<file path="config.mk">
export PLATFORM = sky130hd
export DESIGN_NAME = adder_share_arbiter
export DESIGN_NICKNAME = d
export VERILOG_FILES = /design/src/rtl/adder_share_arbiter.sv
export SDC_FILE = /design/constraint.sdc
export NUM_CORES = 1
export LEC_CHECK = 0
export CORE_AREA = 2 2 240 242
export DETAILED_ROUTE_END_ITERATION = 10
export DIE_AREA = 0 0 242 244
export PLACE_DENSITY_LB_ADDON = 0.08
export SKIP_LAST_GASP = 1
export SLEW_MARGIN = 20
export SYNTH_ARGS = -nofsm -noshare
export SYNTH_HDL_FRONTEND = slang
export SYNTH_HIERARCHICAL = 1
export SYNTH_SLANG_ARGS = --single-unit
export TNS_END_PERCENT = 20
</file>
<file path="constraint.sdc">
create_clock -name clk -period 28.2 [get_ports clk]
set_clock_uncertainty 0.15 [all_clocks]
set_input_delay 2.82 -clock clk [delete_from_list [all_inputs] [get_ports clk]]
set_output_delay 2.82 -clock clk [all_outputs]
set_load 0.02 [all_outputs]
</file>
<file path="src/rtl/adder_share_arbiter.sv">
// Round-robin arbiter sharing one ripple-carry adder among NUM_REQ requesters,
// with a single registered result stage and valid/ready handshakes on both sides.
module full_adder (
  input  logic a,
  input  logic b,
  input  logic ci,
  output logic s,
  output logic co
);
  assign s  = a ^ b ^ ci;
  assign co = (a & b) | (ci & (a ^ b));
endmodule

module adder_share_arbiter #(
  parameter int NUM_REQ = 4,
  parameter int WIDTH   = 64
) (
  input  logic                       clk,
  input  logic                       rst_n,
  input  logic [NUM_REQ-1:0]         req_valid,
  input  logic [NUM_REQ*WIDTH-1:0]   req_a,
  input  logic [NUM_REQ*WIDTH-1:0]   req_b,
  output logic [NUM_REQ-1:0]         req_ready,
  output logic                       rsp_valid,
  input  logic                       rsp_ready,
  output logic [$clog2(NUM_REQ)-1:0] rsp_id,
  output logic [WIDTH-1:0]           rsp_sum,
  output logic                       rsp_carry,
  output logic                       rsp_overflow,
  output logic [31:0]                accept_count
);
  localparam int IDW = $clog2(NUM_REQ);

  typedef enum logic {EMPTY, FULL} state_e;

  state_e           state_q, state_d;
  logic [IDW-1:0]   ptr_q, ptr_d;
  logic [IDW-1:0]   rsp_id_q, rsp_id_d;
  logic [WIDTH-1:0] rsp_sum_q, rsp_sum_d;
  logic             rsp_carry_q, rsp_carry_d;
  logic             rsp_overflow_q, rsp_overflow_d;
  logic [31:0]      accept_count_q, accept_count_d;

  logic [IDW-1:0]   grant, g_hi, g_lo;
  logic             any_hi, any_vld, can_accept, accept;
  logic [WIDTH-1:0] a_sel, b_sel, sum;
  logic [WIDTH:0]   c;

  // Lowest valid index at or above ptr wins; otherwise wrap to lowest valid overall.
  always_comb begin
    g_hi    = '0;
    g_lo    = '0;
    any_hi  = 1'b0;
    any_vld = 1'b0;
    for (int i = NUM_REQ - 1; i >= 0; i--) begin
      if (req_valid[i]) begin
        g_lo    = IDW'(i);
        any_vld = 1'b1;
        if (i >= int'(ptr_q)) begin
          g_hi   = IDW'(i);
          any_hi = 1'b1;
        end
      end
    end
    grant = any_hi ? g_hi : g_lo;
  end

  assign can_accept = (state_q == EMPTY) | rsp_ready;
  assign accept     = rst_n & can_accept & any_vld;

  always_comb begin
    req_ready = '0;
    if (accept) req_ready[grant] = 1'b1;
  end

  always_comb begin
    a_sel = '0;
    b_sel = '0;
    for (int i = 0; i < NUM_REQ; i++) begin
      if (grant == IDW'(i)) begin
        a_sel = req_a[i*WIDTH +: WIDTH];
        b_sel = req_b[i*WIDTH +: WIDTH];
      end
    end
  end

  assign c[0] = 1'b0;
  for (genvar i = 0; i < WIDTH; i++) begin : g_fa
    full_adder u_fa (
      .a  (a_sel[i]),
      .b  (b_sel[i]),
      .ci (c[i]),
      .s  (sum[i]),
      .co (c[i+1])
    );
  end

  always_comb begin
    state_d        = state_q;
    ptr_d          = ptr_q;
    rsp_id_d       = rsp_id_q;
    rsp_sum_d      = rsp_sum_q;
    rsp_carry_d    = rsp_carry_q;
    rsp_overflow_d = rsp_overflow_q;
    accept_count_d = accept_count_q;
    if (accept) begin
      state_d        = FULL;
      ptr_d          = (grant == IDW'(NUM_REQ - 1)) ? '0 : grant + 1'b1;
      rsp_id_d       = grant;
      rsp_sum_d      = sum;
      rsp_carry_d    = c[WIDTH];
      rsp_overflow_d = c[WIDTH] ^ c[WIDTH-1];
      accept_count_d = accept_count_q + 32'd1;
    end else if (state_q == FULL && rsp_ready) begin
      state_d = EMPTY;
    end
  end

  always_ff @(posedge clk or negedge rst_n) begin
    if (!rst_n) begin
      state_q        <= EMPTY;
      ptr_q          <= '0;
      rsp_id_q       <= '0;
      rsp_sum_q      <= '0;
      rsp_carry_q    <= 1'b0;
      rsp_overflow_q <= 1'b0;
      accept_count_q <= '0;
    end else begin
      state_q        <= state_d;
      ptr_q          <= ptr_d;
      rsp_id_q       <= rsp_id_d;
      rsp_sum_q      <= rsp_sum_d;
      rsp_carry_q    <= rsp_carry_d;
      rsp_overflow_q <= rsp_overflow_d;
      accept_count_q <= accept_count_d;
    end
  end

  assign rsp_valid    = (state_q == FULL);
  assign rsp_id       = rsp_id_q;
  assign rsp_sum      = rsp_sum_q;
  assign rsp_carry    = rsp_carry_q;
  assign rsp_overflow = rsp_overflow_q;
  assign accept_count = accept_count_q;
endmodule

</file>
==> results of run 1 <==
-- critical path: cells and delay by family --
kind | cells | cell delay, ns
AOI/OAI and AO/OA | 6 | 0.69
xor gates and xnor gates | 1 | 0.15
and+or+nand+nor | 3 | 0.28
buffers and inverters | 3 | 0.51
adders and majority gates | 65 | 23.09
-- routing by layer --
metal,up-vias,part of all wire
met2,316,0.52
met5,-,0.0010
met4,8,0.012
li1,5355,-
met1,5043,0.41
met3,32,0.060
-- cells by family after synthesis --
kind of cell | count (synthesis) | synth area share
AND/OR/NAND/NOR | 535 | 0.237
AO/OA/AOI/OAI | 392 | 0.253
buffers and inverters | 106 | 0.0460
flip-flops | 103 | 0.284
adder cells (fa/ha/maj) | 69 | 0.148
XOR/XNOR | 32 | 0.0309
other | 1 | 0.000413
multiplexers | 1 | 0.00110
-- sequential cells by signal, summed over array words and instances, names as in the netlist --
name / cells
rsp_carry: 1
rsp_id: 2
rsp_overflow: 1
ptr_q: 2
accept_count: 32
rsp_valid: 1
rsp_sum: 64
-- layout by cell type (no fill, tap or decap), types with 3 or more instances in the layout --
| cell type | netlist | routed |
|---|---|---|
| ha_4 | 0 | 3 |
| xnor2_1 | 18 | 18 |
| o21ai_0 | 131 | 129 |
| a21oi_1 | 130 | 130 |
| and2_1 | 6 | 6 |
| dlygate4sd2_1 | 0 | 3 |
| a22oi_1 | 128 | 128 |
| fa_1 | 64 | 11 |
| dfrtp_1 | 103 | 103 |
| nand4_1 | 7 | 7 |
| fa_2 | 0 | 53 |
| and3_1 | 9 | 8 |
| nor3_1 | 5 | 5 |
| xor2_1 | 14 | 14 |
| inv_1 | 4 | 3 |
| clkdlybuf4s50_1 | 0 | 618 |
| nand2_1 | 346 | 346 |
| clkbuf_16 | 0 | 9 |
| nor2_1 | 138 | 137 |
| buf_4 | 0 | 33 |
| nand3_1 | 14 | 14 |
-- per-stage QoR --
step,utilization,total power [mW]
floorplan,-,0.708
global placement,0.289,1.10
detailed placement,0.289,1.10
CTS,0.295,1.24
global route,0.295,1.33
finish,0.296,1.21
-- power by group through the flow --
stage / logic (mW) / clock network [mW] / registers [mW]
floorplan: 0.415 / 0 / 0.293
global placement: 0.863 / 0 / 0.234
detailed placement: 0.861 / 0 / 0.235
CTS: 0.870 / 0.137 / 0.234
global route: 0.952 / 0.142 / 0.241
finish: 0.851 / 0.130 / 0.233
-- worst max-delay path by stage --
stage / start / to / slack, ns / cells past startpoint
CTS: req_valid[3] / rsp_overflow / 0.04 / 77
global route: req_valid[0] / rsp_overflow / 0.05 / 78
detailed placement: req_valid[3] / rsp_overflow / -1.37 / 76
floorplan: req_valid[3] / rsp_sum[63] / 0.03 / 77
finish: req_valid[0] / rsp_overflow / 0.70 / 78
global placement: req_valid[3] / rsp_overflow / -1.29 / 76
-- layout make-up --
type | count | area share
antenna | 2 | 0.000302
clock buffer | 10 | 0.0144
clock inverter | 6 | 0.00309
inverter | 4 | 0.000905
multi-input combinational | 1030 | 0.379
sequential | 103 | 0.155
tap | 756 | 0.0570
timing repair buffer | 656 | 0.390
-- what timing repair did --
| action | CTS | global route |
|---|---|---|
| pin swaps | 2 | 1 |
| buffers inserted | 2 | 0 |
| resized for setup | 21 | 15 |
| endpoints found under the setup margin | 5 | 4 |
| hold endpoints to repair | 0 | 0 |
==> run summary, run 1 <==
GR Util met1 -> 0.205
Worst path most repeated cell -> fa_2
initial antenna violation count -> 9
DRC violations left -> 0
clk slew on worst S/H paths -> 0.08 ns
fin worst setup slack -> 0.697 ns
pwr/cell area -> 73.1 nW/um^2
Final Hold Vio Count -> 0
VDD IR max -> 0.0259 mV
port bufs -> 623
# placed instances -> 2547
Worst Hold Path Cells -> 2
period utilization -> 0.975
Gate Count Post-Synth -> 1239
# hold bufs at CTS -> 0
area delta synth->final -> 82.9%
Synth top area share -> 0.284
Yosys top cell by area -> dfrtp_1
Worst Hold Launch -> rsp_sum[33]
actual slew at the worst max-slew pin -> 0.931 ns
number of global-route vias before repair -> 11100
clock buffer count from CTS -> 9
Hold WC Path Type -> reg -> reg
Yosys warnings -> 6
top cells by area, synth -> dfrtp_1 (28%), nand2_1 (14%), fa_1 (14%)
grt met3 use -> 0.0420
core area -> 56200 um^2
flop2flop setup slack -> 2.87 ns
die area -> 59000 um^2
Critical Path AT -> 27.58 ns
Seq/Total Area, Yosys -> 0.284
first-pass GRT wire length -> 75.4 mm
total track usage -> 0.173
Critical Path Start Type -> input port
Placement Rows -> 87
minimum clock period after layout -> 27.50 ns
Ports -> 624
Crit Path Class -> in -> reg
Vert. Die Dim -> 244 um
Non-Filler Instances -> 2567
Switching Fraction -> 0.483
final setup vio count -> 0
CTS Buffer Depth -> 2
post-route cell area -> 16600 um^2
Worst-Skew Late Latency -> 0.37 ns
max-cap viol count -> 0
Post-Syn Nets -> 1827
remaining antenna violation count -> 0
slowest stage delay, CP -> 0.40 ns
H-tree levels -> 3
Hold EP -> rsp_sum[33]
#FFs+latches synth -> 103
power share of the clock group -> 0.107
Primary FF master, synth -> dfrtp_1
GR peak layer -> met2
worst-path fanout max -> 4
Critical Path RT -> 28.27 ns
# clock sinks -> 103
Switch Pwr -> 0.587 mW
grt met2 use -> 0.316
Worst R2R Path Depth -> 76
setup TNS -> 0 ns
Relative slew margins -> 0.379
Post-DP Area -> 16200 um^2
asr flop ratio synth -> 1.00
most frequent cells after synthesis -> nand2_1 (346), nor2_1 (138), o21ai_0 (131)
critical path's slowest cell -> fa_2
Distinct cells, synth -> 33
Die Wd -> 242 um
register area -> 2580 um^2
gp weighted congestion -> 0.846
internal power component -> 0.627 mW
outcome -> finished, final reports clean
count leader, synth -> nand2_1
TritonCTS clock tree -> yes
initial cell density of the core -> 0.162
synthesized cell area -> 9070 um^2
Flop pwr share -> 0.192
Critical R2R Launch -> ptr_q[1]
capturing point of the worst reg2reg path -> rsp_overflow
Detail Placement HPWL -> 45.6 mm
WL/cell -> 20.8 um
largest net degree at the start of global routing -> 88
combinational share of power -> 0.701
Crit. End Element -> flop
GRT overflow -> 0
Syn Area/Cell -> 7.32 um^2
Slew Limit Fails -> 0
via count -> 10800
Avg Vias per Cell -> 4.19
layout filler cell count -> 6230
fraction of layout cells with a size suffix above 1 -> 0.0636
clk root buf -> clkbuf_16
unrepaired setup endpoints after global routing -> false
Leak Pwr -> 6.59 nW
Nets -> 2392
fmax -> 0.0364 GHz
WHS -> 0.321 ns
Initial DRC Count -> 448
pre-CTS setup slack -> -1.37 ns
multi-input logic area -> 6280 um^2
Post-synth EDFFs -> 0
Detailed Routing Iterations Pass 1 -> 6
WL final -> 53.4 mm
No activity file was read; power rests on OpenSTA's default activity.
==> run 2, diff against run 1 <==
--- a/config.mk
+++ b/config.mk
@@ -5,9 +5,11 @@
 export SDC_FILE = /design/constraint.sdc
 export NUM_CORES = 1
 export LEC_CHECK = 0
-export CORE_AREA = 2 2 240 242
+export CELL_PAD_IN_SITES_DETAIL_PLACEMENT = 1
+export CELL_PAD_IN_SITES_GLOBAL_PLACEMENT = 1
+export CORE_AREA = 2 2 246 248
 export DETAILED_ROUTE_END_ITERATION = 10
-export DIE_AREA = 0 0 242 244
+export DIE_AREA = 0 0 248 250
 export PLACE_DENSITY_LB_ADDON = 0.08
 export SKIP_LAST_GASP = 1
 export SLEW_MARGIN = 20
==> run 2 against run 1 <==
Count of clock-buffer cells in the layout shrank 1. First-iteration DRC count down 4.2%. Design area is 0.16% higher.
==> run summary, run 2 (synthesis gave the netlist of run 1 again) <==
initial cell density of the core -> 0.152
Ports -> 624
Switching Fraction -> 0.489
Hold EP -> accept_count[31]
critical path's slowest cell -> fa_2
Critical R2R Launch -> ptr_q[0]
Flop pwr share -> 0.191
Crit. End Element -> flop
Worst R2R Path Depth -> 76
post-route cell area -> 16600 um^2
multi-input logic area -> 6280 um^2
WL final -> 55.0 mm
period utilization -> 0.978
actual slew at the worst max-slew pin -> 1.02 ns
fmax -> 0.0363 GHz
outcome -> finished, final reports clean
Crit Path Class -> in -> reg
TritonCTS clock tree -> yes
combinational share of power -> 0.700
VDD IR max -> 0.0258 mV
GRT overflow -> 0
layout filler cell count -> 7076
capturing point of the worst reg2reg path -> rsp_sum[63]
Detailed Routing Iterations Pass 1 -> 4
Placement Rows -> 90
Switch Pwr -> 0.600 mW
Final Hold Vio Count -> 0
port bufs -> 623
unrepaired setup endpoints after global routing -> false
gp weighted congestion -> 0.836
Worst-Skew Late Latency -> 0.38 ns
Die Wd -> 248 um
slowest stage delay, CP -> 0.52 ns
clk slew on worst S/H paths -> 0.09 ns
remaining antenna violation count -> 0
clk root buf -> clkbuf_16
max-cap viol count -> 0
Initial DRC Count -> 429
pwr/cell area -> 73.8 nW/um^2
# hold bufs at CTS -> 0
H-tree levels -> 3
commonest non-fill, non-tap cell in the layout -> clkdlybuf4s50_1
Hold WC Path Type -> reg -> reg
total track usage -> 0.173
Avg Vias per Cell -> 4.23
worst-path fanout max -> 4
Nets -> 2391
clock buffer count from CTS -> 9
Critical Path AT -> 27.74 ns
Critical Path Start Type -> input port
fraction of layout cells with a size suffix above 1 -> 0.0625
Vert. Die Dim -> 250 um
CTS Buffer Depth -> 2
Post-DP Area -> 16200 um^2
die area -> 62000 um^2
Worst path most repeated cell -> fa_2
initial antenna violation count -> 11
number of global-route vias before repair -> 11900
core area -> 59600 um^2
register area -> 2580 um^2
Total Power -> 1.23 mW
WL/cell -> 21.2 um
Worst Hold Path Cells -> 1
area delta synth->final -> 83.2%
flop2flop setup slack -> 2.76 ns
Leak Pwr -> 6.58 nW
Critical Path RT -> 28.36 ns
DRC violations left -> 0
first-pass GRT wire length -> 78.6 mm
max FFs per register -> 64
Detail Placement HPWL -> 46.4 mm
via count -> 11000
internal power component -> 0.626 mW
most frequent cells in the layout -> clkdlybuf4s50_1 (618), nand2_1 (346), nor2_1 (137), a21oi_1 (130), o21ai_0 (128)
largest net degree at the start of global routing -> 116
final setup vio count -> 0
Relative slew margins -> 0.317
Worst Hold Launch -> accept_count[31]
minimum clock period after layout -> 27.58 ns
power share of the clock group -> 0.109
Slew Limit Fails -> 0
# clock sinks -> 103
==> run 2: final cells by class <==
cell class,instances,share of cell area
clock inverters,7,0.00421
diodes,4,0.000602
inverters,4,0.000903
clock buffers,9,0.0135
repair buffers,655,0.389
flip-flops and latches,103,0.155
multi-input cells,1030,0.378
well taps,782,0.0589
==> run 2: per-stage QoR <==
stage | setup slack (ns) | instances | hold WS (ns) | setup TNS (ns) | util
4_1_cts | 0.00203 | 2589 | 0.331 | 0 | 0.278
5_1_grt | 0.00900 | 2593 | 0.344 | 0 | 0.279
3_3_place_gp | -1.17 | 2570 | 0.308 | -4.56 | 0.272
2_1_floorplan | 0.0318 | 1239 | 0.405 | 0 | -
6_report | 0.624 | 2594 | 0.322 | 0 | 0.279
3_5_place_dp | -1.43 | 2570 | 0.314 | -6.21 | 0.272
==> run 2: per-layer routing <==
layer,part of all wire,GRT usage,vias up
li1,-,-,5353
met1,0.41,0.205,5279
met2,0.52,0.313,294
met3,0.061,0.0456,32
met4,0.0097,0.0308,8
met5,0.00096,0,-
==> run 2: power by group through the flow <==
stage	Clock, mW	Sequential (mW)	Combinational (mW)
floorplan	0	0.293	0.415
global placement	0	0.235	0.868
detailed placement	0	0.237	0.873
CTS	0.142	0.235	0.883
global route	0.148	0.242	0.972
finish	0.134	0.234	0.859
==> run 2: worst max path at each step <==
stage,startpoint,end,slack [ns],cells after the start
after floorplan,req_valid[3],rsp_sum[63],0.03,77
after global placement,req_valid[3],rsp_overflow,-1.17,76
after detailed placement,req_valid[3],rsp_overflow,-1.43,76
after CTS,req_valid[0],rsp_overflow,0.002,77
after global routing,req_valid[0],rsp_overflow,0.009,77
final,req_valid[0],rsp_sum[63],0.62,77
==> run 2: timing repair <==
item / 4_1_cts / 5_1_grt
pin swaps: 1 / 0
gates resized for setup: 20 / 14
hold endpoints to repair: 0 / 0
setup buffers: 3 / 1
cloned: 0 / 0
endpoints found under the setup margin: 5 / 4
==> run 2: worst max-delay path, delay by kind of cell <==
family / cells / cell delay [ns]
buffers and inverters: 3 / 0.53
AO/OA/AOI/OAI: 5 / 0.73
adder cells (fa/ha/maj): 65 / 23.35
AND/OR/NAND/NOR: 4 / 0.28
==> run 3, diff against run 2 <==
--- a/config.mk
+++ b/config.mk
@@ -8,6 +8,7 @@
 export CELL_PAD_IN_SITES_DETAIL_PLACEMENT = 1
 export CELL_PAD_IN_SITES_GLOBAL_PLACEMENT = 1
 export CORE_AREA = 2 2 246 248
+export CTS_CLUSTER_SIZE = 20
 export DETAILED_ROUTE_END_ITERATION = 10
 export DIE_AREA = 0 0 248 250
 export PLACE_DENSITY_LB_ADDON = 0.08
==> results of run 3 <==
The final DEF is identical to that of run 2; final timing and power are the same.
